## config.mk

```make
export PLATFORM = sky130hd
export DESIGN_NAME = legv8_alu_arbiter_flat
export DESIGN_NICKNAME = d
export VERILOG_FILES = /design/src/rtl/legv8_alu_pkg.sv /design/src/rtl/legv8_alu_arbiter_if.sv /design/src/rtl/LEGv8_ALU.sv /design/src/rtl/legv8_rr_arb2.sv /design/src/rtl/legv8_alu_arbiter.sv /design/src/flat_wrapper.sv
export SDC_FILE = /design/constraint.sdc
export NUM_CORES = 1
export LEC_CHECK = 0
export CORE_MARGIN = 2
export CORE_UTILIZATION = 57
export DETAILED_ROUTE_END_ITERATION = 12
export GPL_ROUTABILITY_DRIVEN = 1
export PLACE_DENSITY = 0.87
export SETUP_SLACK_MARGIN = 0.15
export SYNTH_ARGS = -nofsm -noshare
export SYNTH_HDL_FRONTEND = slang
export SYNTH_HIERARCHICAL = 1
export SYNTH_SLANG_ARGS = --single-unit
```

## constraint.sdc

```tcl
create_clock -name clk -period 18.49 [get_ports clk]
set_input_delay 1.849 -clock clk [delete_from_list [all_inputs] [get_ports clk]]
set_output_delay 1.849 -clock clk [all_outputs]
set_load 0.02 [all_outputs]
```

## src/rtl/legv8_alu_pkg.sv

```systemverilog
// Shared LEGv8 ALU definitions: op encodings, default width and a legality check.
package legv8_alu_pkg;

  localparam int DATA_W_DEF = 64;
  localparam int NUM_PORTS  = 2;

  typedef logic [3:0] alu_op_t;

  localparam alu_op_t OP_AND = 4'b0000;
  localparam alu_op_t OP_OR  = 4'b0001;
  localparam alu_op_t OP_ADD = 4'b0010;
  localparam alu_op_t OP_SUB = 4'b0110;
  localparam alu_op_t OP_PIB = 4'b0111;
  localparam alu_op_t OP_NOR = 4'b1100;

  function automatic logic is_legal_op(input alu_op_t op);
    case (op)
      OP_AND, OP_OR, OP_ADD, OP_SUB, OP_PIB, OP_NOR: return 1'b1;
      default:                                       return 1'b0;
    endcase
  endfunction

endpackage

```

## src/rtl/legv8_alu_arbiter_if.sv

```systemverilog
// One requester's request and response channels into the shared ALU.
interface legv8_alu_arbiter_if #(
  parameter int DATA_W = legv8_alu_pkg::DATA_W_DEF
);
  logic              req_valid;
  logic              req_ready;
  logic [3:0]        req_ctrl;
  logic [DATA_W-1:0] req_a;
  logic [DATA_W-1:0] req_b;
  logic              rsp_valid;
  logic              rsp_ready;
  logic [DATA_W-1:0] rsp_result;
  logic              rsp_zero;
  logic              rsp_err;

  modport master (
    output req_valid, req_ctrl, req_a, req_b, rsp_ready,
    input  req_ready, rsp_valid, rsp_result, rsp_zero, rsp_err
  );

  modport slave (
    input  req_valid, req_ctrl, req_a, req_b, rsp_ready,
    output req_ready, rsp_valid, rsp_result, rsp_zero, rsp_err
  );
endinterface

```

## src/rtl/LEGv8_ALU.sv

```systemverilog
// Combinational LEGv8 ALU; unknown op codes produce a zero result.
module LEGv8_ALU
  import legv8_alu_pkg::*;
#(
  parameter int DATA_W = DATA_W_DEF
) (
  input  alu_op_t           i_ctrl,
  input  logic [DATA_W-1:0] i_a,
  input  logic [DATA_W-1:0] i_b,
  output logic [DATA_W-1:0] o_result,
  output logic              o_zero
);
  always_comb begin
    o_result = '0;
    case (i_ctrl)
      OP_AND:  o_result = i_a & i_b;
      OP_OR:   o_result = i_a | i_b;
      OP_ADD:  o_result = i_a + i_b;
      OP_SUB:  o_result = i_a - i_b;
      OP_PIB:  o_result = i_b;
      OP_NOR:  o_result = ~(i_a | i_b);
      default: o_result = '0;
    endcase
  end

  assign o_zero = (o_result == '0);
endmodule

```

## src/rtl/legv8_rr_arb2.sv

```systemverilog
// Two-way round-robin picker; FIXED_PRIO makes requester 0 win every contention.
module legv8_rr_arb2 #(
  parameter bit FIXED_PRIO = 1'b0
) (
  input  logic       clk,
  input  logic       rst_n,
  input  logic [1:0] i_req,
  input  logic       i_en,
  output logic [1:0] o_grant,
  output logic       o_last
);
  logic r_last;

  always_comb begin
    o_grant = 2'b00;
    if (i_en) begin
      case (i_req)
        2'b01:   o_grant = 2'b01;
        2'b10:   o_grant = 2'b10;
        2'b11:   o_grant = (FIXED_PRIO || r_last) ? 2'b01 : 2'b10;
        default: o_grant = 2'b00;
      endcase
    end
  end

  // Reset to "last = 1" so requester 0 wins the first contention.
  always_ff @(posedge clk or negedge rst_n) begin
    if (!rst_n) begin
      r_last <= 1'b1;
    end else if (|o_grant) begin
      r_last <= o_grant[1];
    end
  end

  assign o_last = r_last;
endmodule

```

## src/rtl/legv8_alu_arbiter.sv

```systemverilog
// Shares one LEGv8 ALU between the EX stage (port 0) and the address unit (port 1):
// arbitrate, issue register, ALU, then a one-deep response buffer per port.
module legv8_alu_arbiter
  import legv8_alu_pkg::*;
#(
  parameter int DATA_W     = DATA_W_DEF,
  parameter bit FIXED_PRIO = 1'b0
) (
  input  logic               clk,
  input  logic               rst_n,
  legv8_alu_arbiter_if.slave if_port0,
  legv8_alu_arbiter_if.slave if_port1,
  output logic               o_busy
);
  logic [1:0]        w_req_valid;
  logic [1:0]        w_rsp_ready;
  logic [1:0]        w_pending;
  logic [1:0]        w_elig;
  logic [1:0]        w_grant;
  alu_op_t           w_req_ctrl [NUM_PORTS];
  logic [DATA_W-1:0] w_req_a    [NUM_PORTS];
  logic [DATA_W-1:0] w_req_b    [NUM_PORTS];
  logic              w_rr_last;

  logic              r_iss_valid;
  alu_op_t           r_iss_ctrl;
  logic [DATA_W-1:0] r_iss_a;
  logic [DATA_W-1:0] r_iss_b;

  logic [1:0]        r_rsp_valid;
  logic [1:0]        r_rsp_zero;
  logic [1:0]        r_rsp_err;
  logic [DATA_W-1:0] r_rsp_result [NUM_PORTS];

  logic [DATA_W-1:0] w_alu_result;
  logic              w_alu_zero;
  logic              w_alu_err;

  assign w_req_valid   = {if_port1.req_valid, if_port0.req_valid};
  assign w_rsp_ready   = {if_port1.rsp_ready, if_port0.rsp_ready};
  assign w_req_ctrl[0] = if_port0.req_ctrl;
  assign w_req_ctrl[1] = if_port1.req_ctrl;
  assign w_req_a[0]    = if_port0.req_a;
  assign w_req_a[1]    = if_port1.req_a;
  assign w_req_b[0]    = if_port0.req_b;
  assign w_req_b[1]    = if_port1.req_b;

  // The issue register always holds the most recent grant, so the arbiter's
  // last-granted pointer doubles as the issuing port id.
  assign w_pending = r_iss_valid ? (w_rr_last ? 2'b10 : 2'b01) : 2'b00;
  assign w_elig    = ~w_pending & (~r_rsp_valid | w_rsp_ready);

  legv8_rr_arb2 #(
    .FIXED_PRIO (FIXED_PRIO)
  ) u_arb (
    .clk     (clk),
    .rst_n   (rst_n),
    .i_req   (w_req_valid & w_elig),
    .i_en    (rst_n),
    .o_grant (w_grant),
    .o_last  (w_rr_last)
  );

  always_ff @(posedge clk or negedge rst_n) begin
    if (!rst_n) begin
      r_iss_valid <= 1'b0;
      r_iss_ctrl  <= OP_AND;
      r_iss_a     <= '0;
      r_iss_b     <= '0;
    end else begin
      r_iss_valid <= |w_grant;
      if (|w_grant) begin
        r_iss_ctrl <= w_grant[1] ? w_req_ctrl[1] : w_req_ctrl[0];
        r_iss_a    <= w_grant[1] ? w_req_a[1]    : w_req_a[0];
        r_iss_b    <= w_grant[1] ? w_req_b[1]    : w_req_b[0];
      end
    end
  end

  LEGv8_ALU #(
    .DATA_W (DATA_W)
  ) u_alu (
    .i_ctrl   (r_iss_ctrl),
    .i_a      (r_iss_a),
    .i_b      (r_iss_b),
    .o_result (w_alu_result),
    .o_zero   (w_alu_zero)
  );

  assign w_alu_err = !is_legal_op(r_iss_ctrl);

  // A write takes priority over a drain: eligibility only lets a port issue
  // into a full buffer when that buffer is being drained the same cycle.
  always_ff @(posedge clk or negedge rst_n) begin
    if (!rst_n) begin
      r_rsp_valid     <= '0;
      r_rsp_zero      <= '0;
      r_rsp_err       <= '0;
      r_rsp_result[0] <= '0;
      r_rsp_result[1] <= '0;
    end else begin
      for (int i = 0; i < NUM_PORTS; i++) begin
        if (w_pending[i]) begin
          r_rsp_valid[i]  <= 1'b1;
          r_rsp_result[i] <= w_alu_result;
          r_rsp_zero[i]   <= w_alu_zero;
          r_rsp_err[i]    <= w_alu_err;
        end else if (w_rsp_ready[i]) begin
          r_rsp_valid[i]  <= 1'b0;
        end
      end
    end
  end

  assign if_port0.req_ready  = w_grant[0];
  assign if_port1.req_ready  = w_grant[1];
  assign if_port0.rsp_valid  = r_rsp_valid[0];
  assign if_port1.rsp_valid  = r_rsp_valid[1];
  assign if_port0.rsp_result = r_rsp_result[0];
  assign if_port1.rsp_result = r_rsp_result[1];
  assign if_port0.rsp_zero   = r_rsp_zero[0];
  assign if_port1.rsp_zero   = r_rsp_zero[1];
  assign if_port0.rsp_err    = r_rsp_err[0];
  assign if_port1.rsp_err    = r_rsp_err[1];

  assign o_busy = r_iss_valid | (|r_rsp_valid);
endmodule
```

## src/flat_wrapper.sv

```systemverilog
// flat-port wrapper written by rule: the top's interface ports become plain ports
module legv8_alu_arbiter_flat import legv8_alu_pkg::*;
#(
  parameter int DATA_W     = DATA_W_DEF,
  parameter bit FIXED_PRIO = 1'b0
)
  (clk, rst_n, o_busy, if_port0_req_valid, if_port0_req_ctrl, if_port0_req_a, if_port0_req_b, if_port0_rsp_ready, if_port0_req_ready, if_port0_rsp_valid, if_port0_rsp_result, if_port0_rsp_zero, if_port0_rsp_err, if_port1_req_valid, if_port1_req_ctrl, if_port1_req_a, if_port1_req_b, if_port1_rsp_ready, if_port1_req_ready, if_port1_rsp_valid, if_port1_rsp_result, if_port1_rsp_zero, if_port1_rsp_err);
  legv8_alu_arbiter_if #(.DATA_W(DATA_W)) if_port0_i ();
  legv8_alu_arbiter_if #(.DATA_W(DATA_W)) if_port1_i ();
  input  logic clk;
  input  logic rst_n;
  output logic o_busy;
  input wire logic [$bits(if_port0_i.req_valid)-1:0] if_port0_req_valid;
  input wire logic [$bits(if_port0_i.req_ctrl)-1:0] if_port0_req_ctrl;
  input wire logic [$bits(if_port0_i.req_a)-1:0] if_port0_req_a;
  input wire logic [$bits(if_port0_i.req_b)-1:0] if_port0_req_b;
  input wire logic [$bits(if_port0_i.rsp_ready)-1:0] if_port0_rsp_ready;
  output wire logic [$bits(if_port0_i.req_ready)-1:0] if_port0_req_ready;
  output wire logic [$bits(if_port0_i.rsp_valid)-1:0] if_port0_rsp_valid;
  output wire logic [$bits(if_port0_i.rsp_result)-1:0] if_port0_rsp_result;
  output wire logic [$bits(if_port0_i.rsp_zero)-1:0] if_port0_rsp_zero;
  output wire logic [$bits(if_port0_i.rsp_err)-1:0] if_port0_rsp_err;
  input wire logic [$bits(if_port1_i.req_valid)-1:0] if_port1_req_valid;
  input wire logic [$bits(if_port1_i.req_ctrl)-1:0] if_port1_req_ctrl;
  input wire logic [$bits(if_port1_i.req_a)-1:0] if_port1_req_a;
  input wire logic [$bits(if_port1_i.req_b)-1:0] if_port1_req_b;
  input wire logic [$bits(if_port1_i.rsp_ready)-1:0] if_port1_rsp_ready;
  output wire logic [$bits(if_port1_i.req_ready)-1:0] if_port1_req_ready;
  output wire logic [$bits(if_port1_i.rsp_valid)-1:0] if_port1_rsp_valid;
  output wire logic [$bits(if_port1_i.rsp_result)-1:0] if_port1_rsp_result;
  output wire logic [$bits(if_port1_i.rsp_zero)-1:0] if_port1_rsp_zero;
  output wire logic [$bits(if_port1_i.rsp_err)-1:0] if_port1_rsp_err;
  assign if_port0_i.req_valid = if_port0_req_valid;
  assign if_port0_i.req_ctrl = if_port0_req_ctrl;
  assign if_port0_i.req_a = if_port0_req_a;
  assign if_port0_i.req_b = if_port0_req_b;
  assign if_port0_i.rsp_ready = if_port0_rsp_ready;
  assign if_port0_req_ready = if_port0_i.req_ready;
  assign if_port0_rsp_valid = if_port0_i.rsp_valid;
  assign if_port0_rsp_result = if_port0_i.rsp_result;
  assign if_port0_rsp_zero = if_port0_i.rsp_zero;
  assign if_port0_rsp_err = if_port0_i.rsp_err;
  assign if_port1_i.req_valid = if_port1_req_valid;
  assign if_port1_i.req_ctrl = if_port1_req_ctrl;
  assign if_port1_i.req_a = if_port1_req_a;
  assign if_port1_i.req_b = if_port1_req_b;
  assign if_port1_i.rsp_ready = if_port1_rsp_ready;
  assign if_port1_req_ready = if_port1_i.req_ready;
  assign if_port1_rsp_valid = if_port1_i.rsp_valid;
  assign if_port1_rsp_result = if_port1_i.rsp_result;
  assign if_port1_rsp_zero = if_port1_i.rsp_zero;
  assign if_port1_rsp_err = if_port1_i.rsp_err;
  legv8_alu_arbiter #(.DATA_W(DATA_W), .FIXED_PRIO(FIXED_PRIO)) u_core (.clk(clk), .rst_n(rst_n), .if_port0(if_port0_i), .if_port1(if_port1_i), .o_busy(o_busy));
endmodule
```

==> flow_metrics.py, run 1 <==
metrics = {
    "cells_and_area": {
        "multi_input_area_sq_um": 12200,
        "drive_above_1_share_pct": 6.07,
        "nets": 3023,
        "stdcell_area_sq_um": 24700,
        "areaGrowthSynthToFinish_pct": 23.7,
        "fillerInstances": 2554,
        "regArea_sq_um": 6710,
    },
    "worst_setup_path": {
        "rrSetupSlack_ns": 10.70,
        "arrival_ns": 8.27,
        "crit_required_ns": 18.97,
        "endpoint_kind": "flop",
        "rr_worst_depth": 25,
        "worst-setup-path-type": "flop to flop",
        "regToRegStartpoint": "u_core/r_iss_b[0]$_DFFE_PN0P_",
        "cp_max_fo": 8,
        "start_kind": "flop",
        "r2r_end": "u_core/r_rsp_zero[1]$_DFFE_PN0P_",
    },
    "sta": {
        "post-route-min-period_ns": 7.79,
        "setup_viol_count_final": 0,
        "skew_ns": 0.0212,
        "tightest_slew_ns": 1.36,
        "maxSlewViolCount": 0,
        "fin_crit_sh_pct": 42.1,
        "rsz0062_at_grt": "false",
        "timing_hold_violations_final": 0,
        "tns_ns": 0,
        "slew_headroom_pct": 9.03,
        "clock.fmax_mhz": 128,
    },
    "yosys": {
        "syn_inst": 2405,
        "synth_ff_type": "dfrtp_1",
        "synth_warnings": 6,
        "ys_seq_area_share_pct": 33.6,
        "synth_edf_count": 0,
        "async_reset_ff_share_pct": 100,
        "ys_ff_latch": 268,
        "netlist_area_sq_um": 19900,
        "synth_cell_type_count": 95,
        "avgSynthCellArea_sq_um": 8.29,
        "syn_nets": 2742,
    },
    "hold_path": {
        "min-delay-start": "u_core/if_port0.rsp_result[52]$_DFFE_PN0P_",
        "whs_path_depth": 2,
        "hold_end": "u_core/if_port0.rsp_result[52]$_DFFE_PN0P_",
        "min_path_type": "flop to flop",
    },
    "clocking": {
        "root_buffer": "clkbuf_16",
        "cts.sinks": 268,
        "ctsHtreeMaxLevel": 1,
        "cts_buffers": 27,
        "clk_pin_slew_worst_paths_ns": 0.06,
        "cts_tree": "built",
        "post_cts_buffers": 0,
        "clk_latency_ns": 0.56,
        "cts_resized": 0,
        "clock_tree.buffer_depth": 3,
        "hold_buffers": 0,
    },
    "drt": {
        "avgRoutedWirePerCell_microns": 23.5,
        "viasPerCell": 6.51,
        "drtIter0Drc": 2966,
        "drt_first_pass_iters": 6,
        "drt-total-wl_mm": 74.1,
        "drc": 0,
        "final_antenna_net_count": 0,
        "dr_total_vias": 20500,
    },
    "grt": {
        "grt-ovfl-total": 0,
        "first_global_vias": 19000,
        "grt_pass1_wl_mm": 112,
        "antenna_found_initial": 1,
        "grt_max_degree": 126,
        "grt.total_usage_pct": 39.7,
    },
    "run": {
        "cap_violations": 0,
    },
    "placed_design": {
        "dp_hpwl_mm": 56.0,
        "numPortBuffers": 406,
        "place_congestion": 1.04,
        "placed_cell_area_sq_um": 23800,
    },
    "status": {
        "status": "finished, final reports clean",
    },
    "power_and_ir_drop": {
        "p_leak_nw": 10.4,
        "vdd_drop_max_mv": 0.113,
        "powerDensity_nw_per_um2": 229,
    },
    "floorplanning": {
        "die_h_microns": 191,
        "core_area_sq_um": 34500,
        "start_util_pct": 57.9,
        "design.die.area_sq_um": 36500,
        "num_io_pins": 407,
        "fp.dieW_microns": 191,
        "num_rows": 68,
    },
}
[placed cells by master (no fill, tap or decap), types with 17 or more instances in the layout]
cell	count
nand2_1	497
clkdlybuf4s50_1	405
dfrtp_1	266
o21ai_0	228
nor2_1	151
mux2i_1	139
a21oi_1	102
o21ai_1	70
ha_1	66
a22o_1	64
xor2_1	54
xnor2_1	52
mux2_2	48
a22oi_1	46
nand4_1	40
nor3_1	36
nand3_1	32
inv_1	31
clkbuf_16	27
or3_1	22
a21o_1	22
mux2_4	17
[Yosys cell counts, drive strengths merged, types with 6 or more instances]
library cell	number	share of area, %
nand2	498	9.4
o21ai	298	7.5
dfrtp	267	34
nor2	151	2.8
mux2i	139	7.0
a21oi	106	2.7
clkbuf	104	2.3
buf	67	2.5
ha	66	4.1
a22o	65	2.9
mux2	65	4.0
xor2	54	2.4
xnor2	52	2.3
a22oi	46	1.7
nand4	40	1.3
nor3	37	0.93
nand3	32	0.80
inv	31	0.58
a21o	23	0.87
or3	22	0.69
o21a	16	0.60
and3	15	0.50
o31ai	15	0.56
or4	15	0.57
and2	14	0.45
o211ai	14	0.53
nor4	13	0.44
nand2b	12	0.38
nor2b	10	0.31
a31oi	8	0.25
o21bai	8	0.30
a41oi	7	0.35
a211o	6	0.27
a211oi	6	0.23
a221oi	6	0.35
or2	6	0.19
[layout make-up]
cell class | count | area share, %
Clock buffer | 33 | 2.91
Sequential cell | 268 | 27.2
Antenna cell | 1 | 0.0101
Multi-Input combinational cell | 1935 | 49.5
Clock inverter | 11 | 0.492
Timing Repair Buffer | 423 | 17.1
Inverter | 31 | 0.472
Tap cell | 455 | 2.31
[routing by layer]
| metal | vias to the layer above | share of wire, % | GRT usage, % |
|---|---|---|---|
| met1 | 9898 | 43 | 60.7 |
| li1 | 9165 | - | - |
| met3 | 92 | 13 | 9.00 |
| met5 | - | 0 | 0 |
| met2 | 1393 | 42 | 57.1 |
| met4 | 0 | 1.6 | 7.45 |
[worst max-delay path by stage]
stage	start	endpoint	slack, ns	cells after the start
2_1_floorplan	u_core/r_iss_b[0]$_DFFE_PN0P_	u_core/r_rsp_zero[1]$_DFFE_PN0P_	12.06	26
3_3_place_gp	u_core/r_iss_b[0]$_DFFE_PN0P_	u_core/r_rsp_zero[1]$_DFFE_PN0P_	11.25	25
3_5_place_dp	u_core/r_iss_b[0]$_DFFE_PN0P_	u_core/r_rsp_zero[1]$_DFFE_PN0P_	11.02	25
4_1_cts	u_core/r_iss_b[0]$_DFFE_PN0P_	u_core/r_rsp_zero[1]$_DFFE_PN0P_	10.92	25
5_1_grt	u_core/r_iss_b[0]$_DFFE_PN0P_	u_core/r_rsp_zero[1]$_DFFE_PN0P_	10.34	25
6_report	u_core/r_iss_b[0]$_DFFE_PN0P_	u_core/r_rsp_zero[1]$_DFFE_PN0P_	10.70	25
[metrics by stage]
stage | std cells | power (mW) | setup slack [ns] | hold slack [ns] | utilization [%]
2_1_floorplan | 2405 | 3.71 | 12.06 | 0.489 | -
3_3_place_gp | 3112 | 4.85 | 11.25 | 0.458 | 69.1
3_5_place_dp | 3112 | 4.94 | 11.02 | 0.465 | 69.1
4_1_cts | 3156 | 5.50 | 10.92 | 0.481 | 71.6
5_1_grt | 3156 | 5.98 | 10.34 | 0.503 | 71.6
6_report | 3157 | 5.66 | 10.70 | 0.481 | 71.6
[power breakdown]
group / leakage (nW) / total [mW] / switching [mW] / internal, mW
combinational: 6.61 / 3.88 / 2.43 / 1.45
clock: 0.408 / 0.533 / 0.231 / 0.302
sequential: 3.40 / 1.24 / 0.399 / 0.845
total: 10.4 / 5.66 / 3.06 / 2.60
[sequential cells by signal (all words and copies together) (netlist names)]
signal and cells:
u_core/r_iss_b 64, u_core/r_iss_ctrl 4, u_core/if_port1.rsp_result 64, u_core/r_rsp_err 2, u_core/r_rsp_valid 2, u_core/if_port0.rsp_result 64
u_core/r_iss_valid 1, u_core/u_arb/o_last 1, u_core/r_iss_a 64, u_core/r_rsp_zero 2
[cells by family (layout without fill, tap and decap cells)]
logic type | count (synthesis) | in the layout | share of synthesized area [%]
AO/OA/AOI/OAI | 668 | 668 | 21.3
XOR/XNOR | 106 | 106 | 4.66
adder cells (fa/ha/maj) | 69 | 69 | 4.34
buffers and inverters | 202 | 498 | 5.33
flip-flops | 268 | 268 | 33.6
multiplexers | 204 | 204 | 11.0
other | 0 | 1 | 0
AND/OR/NAND/NOR | 888 | 888 | 19.8
[worst max-delay path, cell delays in order (launching register included)]
cell	delay, ns
dfrtp_1	0.46
inv_1	0.12
ha_1	0.18
nor2b_1	0.22
nand3_1	0.21
or4_1	0.48
or4_1	0.45
or3_1	0.34
or4_1	0.48
nor3_1	0.44
a21oi_1	0.16
xnor2_1	0.17
ha_1	0.42
a21oi_1	0.26
o21ai_0	0.15
a211oi_1	0.61
or3b_2	0.50
o32ai_1	0.18
a211oi_1	0.15
nor3_1	0.19
o31ai_1	0.13
or3b_1	0.40
nor3_1	0.19
or4b_1	0.46
nor2_1	0.19
mux2_2	0.19
Power figures use the tool's default switching activity.
==> run 2, diff against run 1 <==
--- a/config.mk
+++ b/config.mk
@@ -6,10 +6,10 @@
 export NUM_CORES = 1
 export LEC_CHECK = 0
 export CORE_MARGIN = 2
-export CORE_UTILIZATION = 57
+export CORE_UTILIZATION = 48
 export DETAILED_ROUTE_END_ITERATION = 12
 export GPL_ROUTABILITY_DRIVEN = 1
-export PLACE_DENSITY = 0.87
+export PLACE_DENSITY = 0.78
 export SETUP_SLACK_MARGIN = 0.15
 export SYNTH_ARGS = -nofsm -noshare
 export SYNTH_HDL_FRONTEND = slang
==> constraint.sdc (replaced) <==
create_clock -name clk -period 6.79 [get_ports clk]
set_input_delay 0.679 -clock clk [delete_from_list [all_inputs] [get_ports clk]]
set_output_delay 0.679 -clock clk [all_outputs]
set_load 0.02 [all_outputs]
==> run 2 against run 1 <==
Against the previous run:
- via count is 2.5% lower
- first-iteration DRC count is 21% lower
- combinational power increased to 2.9 times the previous value
- highest routed layer unchanged
- critical path depth up 1
==> flow_metrics.py, run 2 (synthesis gave the netlist of run 1 again) <==
metrics = {
    "worst_setup_path": {
        "crit_path_top_delay_cell": "or4b_4",
        "arrival_ns": 6.91,
        "cpMostUsedCell": "nor3_2",
        "crit_path_max_incr_delay_ns": 0.49,
        "regToRegStartpoint": "u_core/r_iss_b[1]$_DFFE_PN0P_",
        "r2r_end": "u_core/r_rsp_zero[1]$_DFFE_PN0P_",
        "rrSetupSlack_ns": 0.39,
        "cp_max_fo": 4,
        "start_kind": "flop",
        "crit_required_ns": 7.30,
        "worst-setup-path-type": "flop to flop",
        "rr_worst_depth": 26,
        "endpoint_kind": "flop",
    },
    "cells_and_area": {
        "drive_above_1_share_pct": 8.79,
        "final_common_cell": "nand2_1",
        "areaGrowthSynthToFinish_pct": 27.1,
        "nets": 3060,
        "final_cell_mix": "nand2_1 (495), clkdlybuf4s50_1 (405), dfrtp_1 (266), o21ai_0 (219), nor2_1 (149)",
    },
    "sta": {
        "tns_ns": 0,
        "clock.fmax_mhz": 156,
        "fin_crit_sh_pct": 94.3,
        "tightest_slew_ns": 1.28,
        "skew_ns": 0.0253,
        "rsz0062_at_grt": "false",
        "slew_headroom_pct": 14.4,
        "timing_hold_violations_final": 0,
        "post-route-min-period_ns": 6.40,
        "setup_viol_count_final": 0,
        "maxSlewViolCount": 0,
    },
    "power_and_ir_drop": {
        "p_clk_share_pct": 9.4,
        "power.total_mw": 15.8,
        "p_sw_share_pct": 53.1,
        "p_comb_share_pct": 69.8,
        "vdd_drop_max_mv": 0.283,
        "powerDensity_nw_per_um2": 626,
        "sequentialPowerShare_pct": 20.8,
        "switchingPower_mw": 8.42,
        "p_int_mw": 7.42,
        "p_leak_nw": 10.7,
    },
    "clocking": {
        "ctsHtreeMaxLevel": 1,
        "cts_buffers": 28,
        "root_buffer": "clkbuf_16",
        "hold_buffers": 0,
        "clock_tree.buffer_depth": 3,
        "cts_tree": "built",
        "clk_pin_slew_worst_paths_ns": 0.06,
        "cts.sinks": 268,
        "clk_latency_ns": 0.57,
    },
    "floorplanning": {
        "num_rows": 74,
        "design.die.area_sq_um": 43200,
        "num_io_pins": 407,
        "die_h_microns": 208,
        "start_util_pct": 48.7,
        "core_area_sq_um": 40900,
        "fp.dieW_microns": 208,
    },
    "hold_path": {
        "min_path_type": "input pin to async pin",
    },
    "run": {
        "cap_violations": 0,
    },
    "drt": {
        "drt-total-wl_mm": 73.8,
        "final_antenna_net_count": 0,
        "dr_total_vias": 20000,
        "drtIter0Drc": 2344,
        "avgRoutedWirePerCell_microns": 22.5,
        "viasPerCell": 6.12,
        "drt_first_pass_iters": 8,
        "drc": 0,
    },
    "grt": {
        "grt_max_degree": 266,
        "antenna_found_initial": 1,
        "grt.total_usage_pct": 32.8,
        "grt-ovfl-total": 0,
        "grt_pass1_wl_mm": 112,
        "first_global_vias": 18500,
    },
    "status": {
        "status": "finished, final reports clean",
    },
    "placed_design": {
        "dp_hpwl_mm": 57.3,
        "place_congestion": 1.02,
        "numPortBuffers": 406,
    },
}
-- run 2: changes by cell type in the layout (fill, tap and decap cells not counted), sizes merged --
cell      delta
clkbuf       +6
clkinvlp     -1
clkinv       +1
bufinv       -1
buf         +36
inv          +1
-- run 2: metrics by stage --
| stage | setup slack [ns] | cell area [sq um] | hold slack (ns) | utilization (%) | instances |
|---|---|---|---|---|---|
| after floorplan | 0.362 | 19900 | 0.383 | - | 2405 |
| after detailed placement | 0.0359 | 24200 | 0.461 | 59.1 | 3220 |
| final | 0.390 | 25300 | 0.0465 | 61.9 | 3276 |
| after global routing | 0.104 | 25300 | 0.0846 | 61.9 | 3276 |
| after global placement | 0.146 | 24200 | 0.458 | 59.1 | 3220 |
| after CTS | 0.163 | 25100 | 0.0571 | 61.3 | 3270 |
-- run 2: what timing repair did --
action                                  in CTS  in global routing
setup buffers                                0                  5
resized for setup                            4                 55
pin swaps                                    0                 14
endpoints found under the setup margin       2                  2
-- run 2: critical path: cells and delay by family, from the launching register on --
| family | cells | cell delay (ns) |
|---|---|---|
| DFF | 1 | 0.42 |
| muxes | 1 | 0.15 |
| buffers and inverters | 2 | 0.23 |
| and+or+nand+nor | 13 | 3.95 |
| adders and majority gates | 2 | 0.52 |
| AOI/OAI and AO/OA | 7 | 0.95 |
| xor gates and xnor gates | 1 | 0.13 |
-- run 2: metal layers --
metal	share of wire, %	GRT usage, %	vias to the layer above
li1	-	-	9256
met1	47	51.5	9712
met2	42	46.5	1005
met3	10	6.60	65
met4	1.5	5.84	0
met5	0	0	-
-- run 2: worst max-delay path by stage --
stage	from	to	slack [ns]	depth (start not counted)
after floorplan	u_core/r_iss_b[0]$_DFFE_PN0P_	u_core/r_rsp_zero[1]$_DFFE_PN0P_	0.36	26
after global placement	u_core/r_iss_b[1]$_DFFE_PN0P_	u_core/r_rsp_zero[0]$_DFFE_PN0P_	0.15	27
after detailed placement	u_core/r_iss_b[1]$_DFFE_PN0P_	u_core/r_rsp_zero[1]$_DFFE_PN0P_	0.04	26
after CTS	u_core/r_iss_b[1]$_DFFE_PN0P_	u_core/r_rsp_zero[1]$_DFFE_PN0P_	0.16	26
after global routing	u_core/r_iss_b[1]$_DFFE_PN0P_	u_core/r_rsp_zero[0]$_DFFE_PN0P_	0.10	26
final	u_core/r_iss_b[1]$_DFFE_PN0P_	u_core/r_rsp_zero[1]$_DFFE_PN0P_	0.39	26
-- run 2: cell type report --
type | count | area [sq um]
inverter | 31 | 116
clock inverter | 11 | 92.6
fill | 3523 | 15600
multi-input combinational | 1935 | 12500
antenna | 1 | 2.50
timing repair buffer | 459 | 4490
clock buffer | 39 | 783
sequential | 268 | 6710
tap | 532 | 666
-- run 2: power groups by stage --
stage               registers, mW  clock network (mW)  logic, mW
finish                       3.29                1.49       11.1
global route                 3.37                1.58       11.9
CTS                          3.24                1.51       10.5
detailed placement           3.26                   0       10.4
global placement             3.22                   0       10.3
floorplan                    3.23                   0       6.86
